`src/rtl/monitor_pkg.sv`:
```
// Shared types and constants for the sumador stream monitor.
package monitor_pkg;

  typedef enum logic [1:0] {
    ST_UNLOCKED = 2'd0,
    ST_ACQUIRE  = 2'd1,
    ST_LOCKED   = 2'd2
  } state_e;

  localparam int unsigned DATA_W  = 8;
  localparam int unsigned MATCH_W = 4;

  localparam logic [1:0] SEL_SAMPLE = 2'd0;
  localparam logic [1:0] SEL_WRAP   = 2'd1;
  localparam logic [1:0] SEL_ERR    = 2'd2;
  localparam logic [1:0] SEL_STATUS = 2'd3;

  localparam int unsigned STAT_LOCKED_BIT = 7;
  localparam int unsigned STAT_STATE_LSB  = 5;
  localparam int unsigned STAT_MATCH_LSB  = 0;

  // Status byte: {locked, state[1:0], 1'b0, match_cnt[3:0]}
  function automatic logic [DATA_W-1:0] status_byte(input logic locked,
                                                    input state_e st,
                                                    input logic [MATCH_W-1:0] mc);
    logic [DATA_W-1:0] s;
    s = '0;
    s[STAT_LOCKED_BIT] = locked;
    s[STAT_STATE_LSB +: 2] = st;
    s[STAT_MATCH_LSB +: MATCH_W] = mc;
    return s;
  endfunction

endpackage

```
`src/rtl/monitor_sumador_sat_counter.sv`:
```
// Saturating up-counter with synchronous clear; clear beats increment.
module sat_counter #(
  parameter int unsigned W = 8
) (
  input  logic         clk,
  input  logic         rst,
  input  logic         inc,
  input  logic         clr,
  output logic [W-1:0] cnt
);

  logic [W-1:0] cnt_q, cnt_d;

  always_comb begin
    cnt_d = cnt_q;
    if (clr)
      cnt_d = '0;
    else if (inc && (cnt_q != {W{1'b1}}))
      cnt_d = cnt_q + W'(1);
  end

  always_ff @(posedge clk) begin
    if (rst) cnt_q <= '0;
    else     cnt_q <= cnt_d;
  end

  assign cnt = cnt_q;

endmodule

```
`src/rtl/monitor_sumador.sv`:
```
// Receive-side checker for the 8-bit sumador stream: lock, wrap counting, error flagging.
module monitor_sumador
  import monitor_pkg::*;
#(
  parameter int unsigned LOCK_N = 4,
  parameter int unsigned WRAP_W = 16,
  parameter int unsigned ERR_W  = 8
) (
  input  logic              clk,
  input  logic              rst,
  input  logic [7:0]        count_in,
  input  logic              carry_in,
  input  logic              en_in,
  input  logic              clr,
  input  logic [1:0]        sel,
  output logic [7:0]        data_out,
  output logic              locked,
  output logic              err_pulse,
  output logic [WRAP_W-1:0] wrap_cnt,
  output logic [ERR_W-1:0]  err_cnt
);

  state_e               state_q, state_d;
  logic [7:0]           prev_val_q, prev_val_d;
  logic                 prev_en_q, prev_en_d;
  logic [MATCH_W-1:0]   match_cnt_q, match_cnt_d;
  logic [MATCH_W-1:0]   match_inc;
  logic                 err_pulse_q, err_pulse_d;
  logic                 locked_q, locked_d;
  logic [7:0]           exp_val;
  logic                 cexp;
  logic                 mismatch;
  logic                 wrap_inc, err_inc;

  // Prediction from the previous sample
  assign exp_val   = prev_val_q + 8'(prev_en_q);
  assign cexp      = prev_en_q && (prev_val_q == 8'hFF);
  assign mismatch  = (count_in != exp_val) || (carry_in != cexp);
  assign match_inc = match_cnt_q + MATCH_W'(1);

  always_comb begin
    state_d     = state_q;
    match_cnt_d = match_cnt_q;
    err_pulse_d = 1'b0;
    wrap_inc    = 1'b0;
    err_inc     = 1'b0;
    prev_val_d  = count_in;
    prev_en_d   = en_in;
    case (state_q)
      ST_UNLOCKED: begin
        state_d     = ST_ACQUIRE;
        match_cnt_d = '0;
      end
      ST_ACQUIRE: begin
        if (mismatch) begin
          match_cnt_d = '0;
        end else if (match_inc == MATCH_W'(LOCK_N)) begin
          state_d     = ST_LOCKED;
          match_cnt_d = '0;
        end else begin
          match_cnt_d = match_inc;
        end
      end
      ST_LOCKED: begin
        if (mismatch) begin
          err_pulse_d = 1'b1;
          err_inc     = 1'b1;
          state_d     = ST_ACQUIRE;
          match_cnt_d = '0;
        end else if (cexp) begin
          wrap_inc = 1'b1;
        end
      end
      default: state_d = ST_UNLOCKED;
    endcase
    locked_d = (state_d == ST_LOCKED);
  end

  always_ff @(posedge clk) begin
    if (rst) begin
      state_q     <= ST_UNLOCKED;
      prev_val_q  <= '0;
      prev_en_q   <= 1'b0;
      match_cnt_q <= '0;
      err_pulse_q <= 1'b0;
      locked_q    <= 1'b0;
    end else begin
      state_q     <= state_d;
      prev_val_q  <= prev_val_d;
      prev_en_q   <= prev_en_d;
      match_cnt_q <= match_cnt_d;
      err_pulse_q <= err_pulse_d;
      locked_q    <= locked_d;
    end
  end

  sat_counter #(.W(WRAP_W)) u_wrap_cnt (
    .clk (clk),
    .rst (rst),
    .inc (wrap_inc),
    .clr (clr),
    .cnt (wrap_cnt)
  );

  sat_counter #(.W(ERR_W)) u_err_cnt (
    .clk (clk),
    .rst (rst),
    .inc (err_inc),
    .clr (clr),
    .cnt (err_cnt)
  );

  // Readout mux straight from registered state
  always_comb begin
    case (sel)
      SEL_SAMPLE: data_out = prev_val_q;
      SEL_WRAP:   data_out = wrap_cnt[7:0];
      SEL_ERR:    data_out = err_cnt[7:0];
      default:    data_out = status_byte(locked_q, state_q, match_cnt_q);
    endcase
  end

  assign locked    = locked_q;
  assign err_pulse = err_pulse_q;

endmodule

```
`config.mk`:
```
export PLATFORM = sky130hd
export DESIGN_NAME = monitor_sumador
export DESIGN_NICKNAME = d
export VERILOG_FILES = /design/src/rtl/monitor_pkg.sv /design/src/rtl/monitor_sumador_sat_counter.sv /design/src/rtl/monitor_sumador.sv
export SDC_FILE = /design/constraint.sdc
export NUM_CORES = 1
export LEC_CHECK = 0
export CELL_PAD_IN_SITES_DETAIL_PLACEMENT = 1
export CELL_PAD_IN_SITES_GLOBAL_PLACEMENT = 2
export CORE_AREA = 5 5 101 103
export CTS_CLUSTER_DIAMETER = 150
export DETAILED_ROUTE_END_ITERATION = 8
export DIE_AREA = 0 0 106 108
export HOLD_SLACK_MARGIN = 0.15
export PLACE_DENSITY_LB_ADDON = 0.05
export SYNTH_ARGS = -nofsm -noshare
export SYNTH_HDL_FRONTEND = slang
export SYNTH_HIERARCHICAL = 1
export SYNTH_SLANG_ARGS = --single-unit
export TNS_END_PERCENT = 30
```
`constraint.sdc`:
```
create_clock -name clk -period 2.9 [get_ports clk]
set_input_delay 0.87 -clock clk [delete_from_list [all_inputs] [get_ports clk]]
set_output_delay 0.87 -clock clk [all_outputs]
set_load 0.1 [all_outputs]
```
; ---- Yosys cells after proc, flatten, opt, wreduce, memory -nomap -nowiden
; Cells that the tools add are included.
[totals]
regBits = 41
in_bits = 15
word_cells = 47
[classes]
n_addsub = 4
eq_ne = 12
n_mux = 14
n_reduce_logical = 9
[ops]
columns = operator, n
row1 = 8-bit case mux with 3 select lines, 1
row2 = 16-bit by 1-bit adder with 16-bit output (second input constant), 1
row3 = 16-bit inequality test (second input constant), 1
row4 = 4-bit 2-to-1 mux, 3
row5 = 4-bit case mux with 3 select lines, 1
row6 = 8-bit by 1-bit adder with 8-bit output, 1
row7 = 8-bit by 1-bit adder with 8-bit output (second input constant), 1
row8 = 8-bit equality test (second input constant), 1
row9 = 8-bit inequality test, 1
row10 = 8-bit inequality test (second input constant), 1
row11 = 2-bit equality test (second input constant), 3
row12 = 2-bit 2-to-1 mux, 3
row13 = 2-bit case mux with 3 select lines, 1
row14 = 1-bit 2-to-1 mux, 5
row15 = 4-bit by 1-bit adder with 4-bit output (second input constant), 1
row16 = 2-bit by 1-bit equality test with 1-bit output (second input constant), 2
row17 = 4-bit by 3-bit equality test with 1-bit output (second input constant), 1
row18 = 2-bit zero test, 2
row19 = 1-bit logical AND, 3
row20 = 3-bit nonzero test, 1
row21 = 2-bit inequality test (second input constant), 1
row22 = 2-bit AND reduction, 1
row23 = 2-bit OR reduction, 1
row24 = 1-bit logical OR, 1
row25 = 1-bit inequality test, 1

; ---- Logic depth before layout (Yosys ltp)
[logic_depth]
depth_word = 7
ltp_mapped = 14
depth_no_buf = 12

; ---- Cells and area by module
; Netlist, hierarchy kept.
[modules_own_cells]
columns = mod, instances, cells_per_inst, area_per_inst_um2, seq_area_each_um2
row1 = monitor_sumador, 1, 131, 1224.9, 340.3
row2 = sat_counter (u_wrap_cnt), 1, 102, 917.1, 320.3
row3 = sat_counter (u_err_cnt), 1, 47, 435.4, 160.2

; ---- Worst setup path before layout
; OpenSTA, ideal clock, no wires.
[synth_timing]
path_type = input -> output
startpoint = input sel[0]
endpoint = output data_out[4]
arrival_time_ns = 3.440
required_time_ns = 2.030
path_slack_ns = -1.410
cell_stages = 3
n_path_buf = 1
path_cell_list = clkbuf_1 > mux2i_1 > o21ai_0
[synth_between]
elab_chain_len = 2
[synth_lines]
columns = item, line_no
row1 = from (decl), monitor_sumador.sv:15  ; input logic [1:0] sel,
row2 = "2-bit equality test, or another cell as far along", monitor_sumador.sv:115  ; case (sel)
row3 = 8-bit case mux with 3 select lines (*), monitor_sumador.sv:115
row4 = to (decl), monitor_sumador.sv:16  ; output logic [7:0] data_out,
; Mark *: on every way between the ends. The rest lies on a longest branch, timed or not.

; ---- Worst setup path in the final report
[layout_timing]
startpoint = input sel[1]
endpoint = output data_out[3]
; Same word-level chain as after synthesis.

==> reports/results.txt <==
worst vdd ir: 0.000164 V
YS warnings: 6
worst slew pin tran: 561 ps
max-slew violation count: 0
share of layout cells above drive strength 1: 35.6%
Num CTS Buffers: 5
Non-Filler Instances: 462
initial antenna violation count: 0
# setup viols final: 0
post-detailed-routing wire length: 8.51 mm
clk_lat worst skew: 300 ps
clock tree buffer depth: 2
critical path data arrival time: 1990 ps
die area: 11,400 um^2
Placer Congestion: 0.739
placed cell count: 448
CP endpoint kind: output port
CP bufs+invs: 3
Die Wd: 106 um
Max FO, Critical Path: 4
fin crit share: 98.6%
crit path time final: 2860 ps
WL/cell: 18.4 um
family with the most delay on the worst path: buffers and inverters
f_max: 350 MHz
CP Cell Sequence: buf_2 -> bufbuf_16 -> mux4_2 -> buf_12
# diodes: 0
first-pass GRT wire length: 14.1 mm
Total GRT Usage: 15.4%
Leakage Power: 1.40 nW
max-cap violation count: 0
router iterations before antenna repair: 4
wire length on met3: 214 um
number of synthesized flops with an enable pin: 0
CTS Root Cell: clkbuf_8
worst relative slew slack: 62.5%
outcome: completed
IO Pins: 49
Met2 Wirelength: 4.03 mm
Synthesized Nets: 301
Hold Vio Cnt, Final: 0
Initial DRC Count: 90
clock skew: 3.48 ps
max layer used: met4
fin nets: 371
Initial Utilization: 28.3%
crit path launch type: input pin
Reg clk slew, reported paths: 90 ps
vias in the first global route: 2,638
Sink Count: 41
total global routing overflow: 0
unrepaired setup endpoints after global routing: true
Mapped Area: 2580 um^2
antenna-violating nets left: 0
Rows: 35
vias per cell: 5.37
Core Footprint: 9110 um^2
drt drc: 0
vias after detailed routing: 2,482
CTS tree: done
max incr delay on CP: 530 ps
critical setup path kind: in2out
chip height: 108 um
DP Wirelength: 6.35 mm
Netlist cell types: 68
syn avg cell area: 9.21 um^2
register area share after synthesis: 31.8%
ys flop type: dfxtp_1
port buffer count: 48
PwrDens: 347 nW/um^2
worst path required time: 2030 ps
slowest CP cell: mux4_2
synthesis-stage register bit count: 41
Min-Delay Path Class: reg2reg
Post-synth ARST share: 0%
Tot Pwr: 0.00126 W
H-tree depth: 2
largest net degree at the start of global routing: 19
WL met1: 4.15 mm
synthesized instance count: 280
synthesis-to-layout area growth: 40.6%
final timing paths:
path | startpoint | endpoint | slack (ps) | depth (start not counted)
worst max register to register | prev_val_q[0]$_SDFF_PP0_ | u_err_cnt/cnt[6]$_SDFFE_PP0P_ | 130 | 12
worst min-delay path | u_wrap_cnt/cnt[15]$_SDFFE_PP0P_ | u_wrap_cnt/cnt[15]$_SDFFE_PP0P_ | 550 | 2
worst max-delay path | sel[1] | data_out[3] | 40 | 4
worst min register to register | u_wrap_cnt/cnt[15]$_SDFFE_PP0P_ | u_wrap_cnt/cnt[15]$_SDFFE_PP0P_ | 550 | 2
where the power goes:
group          internal (W)  switching, W
Combinational     0.0000779     0.0000868
Sequential         0.000570     0.0000145
Clock              0.000281      0.000226
Total              0.000930      0.000327
state kept, by name, summed over array words and instances, names as in the netlist:
| register | cells |
|---|---|
| state_q | 2 |
| u_wrap_cnt/cnt | 16 |
| u_err_cnt/cnt | 8 |
| match_cnt_q | 4 |
| prev_val_q | 8 |
| locked | 1 |
| err_pulse | 1 |
| prev_en_q | 1 |
cell usage in the layout, fill, tap and decap left out, types with 6 or more instances in the layout:
cell	instances
mux4_2	7
nand4_1	10
mux2i_1	10
dlygate4sd2_1	6
nand3_1	10
ha_1	6
or3_1	7
nor2_1	7
clkbuf_8	6
nand2_1	27
nor2b_1	11
and3_1	6
dfxtp_1	40
a21oi_1	14
buf_4	52
buf_12	9
cell type report:
type	instances	area [um^2]
repair buffers	78	743
well taps	111	139
clock buffers	7	86.3
multi-input cells	219	1790
clock inverters	1	30.0
flip-flops and latches	41	822
fillers	1064	5480
inverters	5	18.8
worst reg2reg max path, cell delays in order, from the launching register on:
cell,delay (ps)
dfxtp_1,370
ha_1,190
ha_1,260
a21oi_1,60
o21a_1,180
o311a_1,400
buf_4,160
and2_4,140
nor2_4,110
buf_6,130
nand3_1,90
or4_1,400
and3_1,180
metal layers:
metal,global-route usage (%),vias to the layer above
met4,3.42,0
met2,25.9,31
met5,0,-
li1,-,1207
met3,2.93,6
met1,20.6,1238
Yosys cell counts (2+ instances only):
cell | count | area share, %
dfxtp_1 | 41 | 32
nand2_1 | 27 | 3.9
a21oi_1 | 14 | 2.7
nand3_1 | 12 | 2.3
nor2b_1 | 12 | 2.9
mux2i_1 | 11 | 4.3
nand4_1 | 10 | 2.4
and3_1 | 9 | 2.2
a211oi_1 | 8 | 2.3
nor2_1 | 8 | 1.2
or3_1 | 7 | 1.7
ha_1 | 6 | 2.9
mux4_2 | 6 | 5.2
o21ai_0 | 6 | 1.2
xor2_1 | 6 | 2.0
a31oi_1 | 5 | 1.2
clkbuf_1 | 5 | 0.73
inv_1 | 5 | 0.73
nor3_1 | 5 | 0.97
nor4_1 | 5 | 1.2
and4_1 | 4 | 1.4
xnor2_1 | 4 | 1.4
a41oi_1 | 3 | 1.0
buf_4 | 3 | 0.87
buf_6 | 3 | 1.3
or3_2 | 3 | 0.87
a2111o_1 | 2 | 0.87
a21boi_1 | 2 | 0.58
and2_1 | 2 | 0.49
and2_2 | 2 | 0.58
and3_4 | 2 | 0.87
and3b_1 | 2 | 0.68
buf_2 | 2 | 0.39
nand3b_1 | 2 | 0.58
o21a_1 | 2 | 0.58
o21ai_1 | 2 | 0.39
metrics by stage:
stage / cell area (um^2) / TNS, ps / setup slack, ps / hold slack [ps] / utilization (%)
after floorplan: 2610 / 0 / 16.6 / 557 / -
after global placement: 3340 / -11990 / -583 / 500 / 36.6
after detailed placement: 3340 / -13150 / -739 / 534 / 36.6
after CTS: 3610 / 0 / 1.86 / 550 / 39.7
after global routing: 3620 / -5.34 / -5.34 / 581 / 39.8
final: 3620 / 0 / 41.2 / 549 / 39.8
cells by family after synthesis:
logic type | synth area share [%]
buffers and inverters | 4.51
AO/OA/AOI/OAI | 17.5
multiplexers | 10.5
AND/OR/NAND/NOR | 29.3
XOR/XNOR | 3.40
flip-flops | 31.8
adder cells (fa/ha/maj) | 2.91
timing repair:
action | CTS | global route
gates cloned | 1 | 0
buffers inserted | 4 | 1
resized for setup | 43 | 6
pin swaps | 23 | 7
hold buffers | 0 | 0
setup endpoints to repair | 28 | 18
Power figures use the tool's default switching activity.
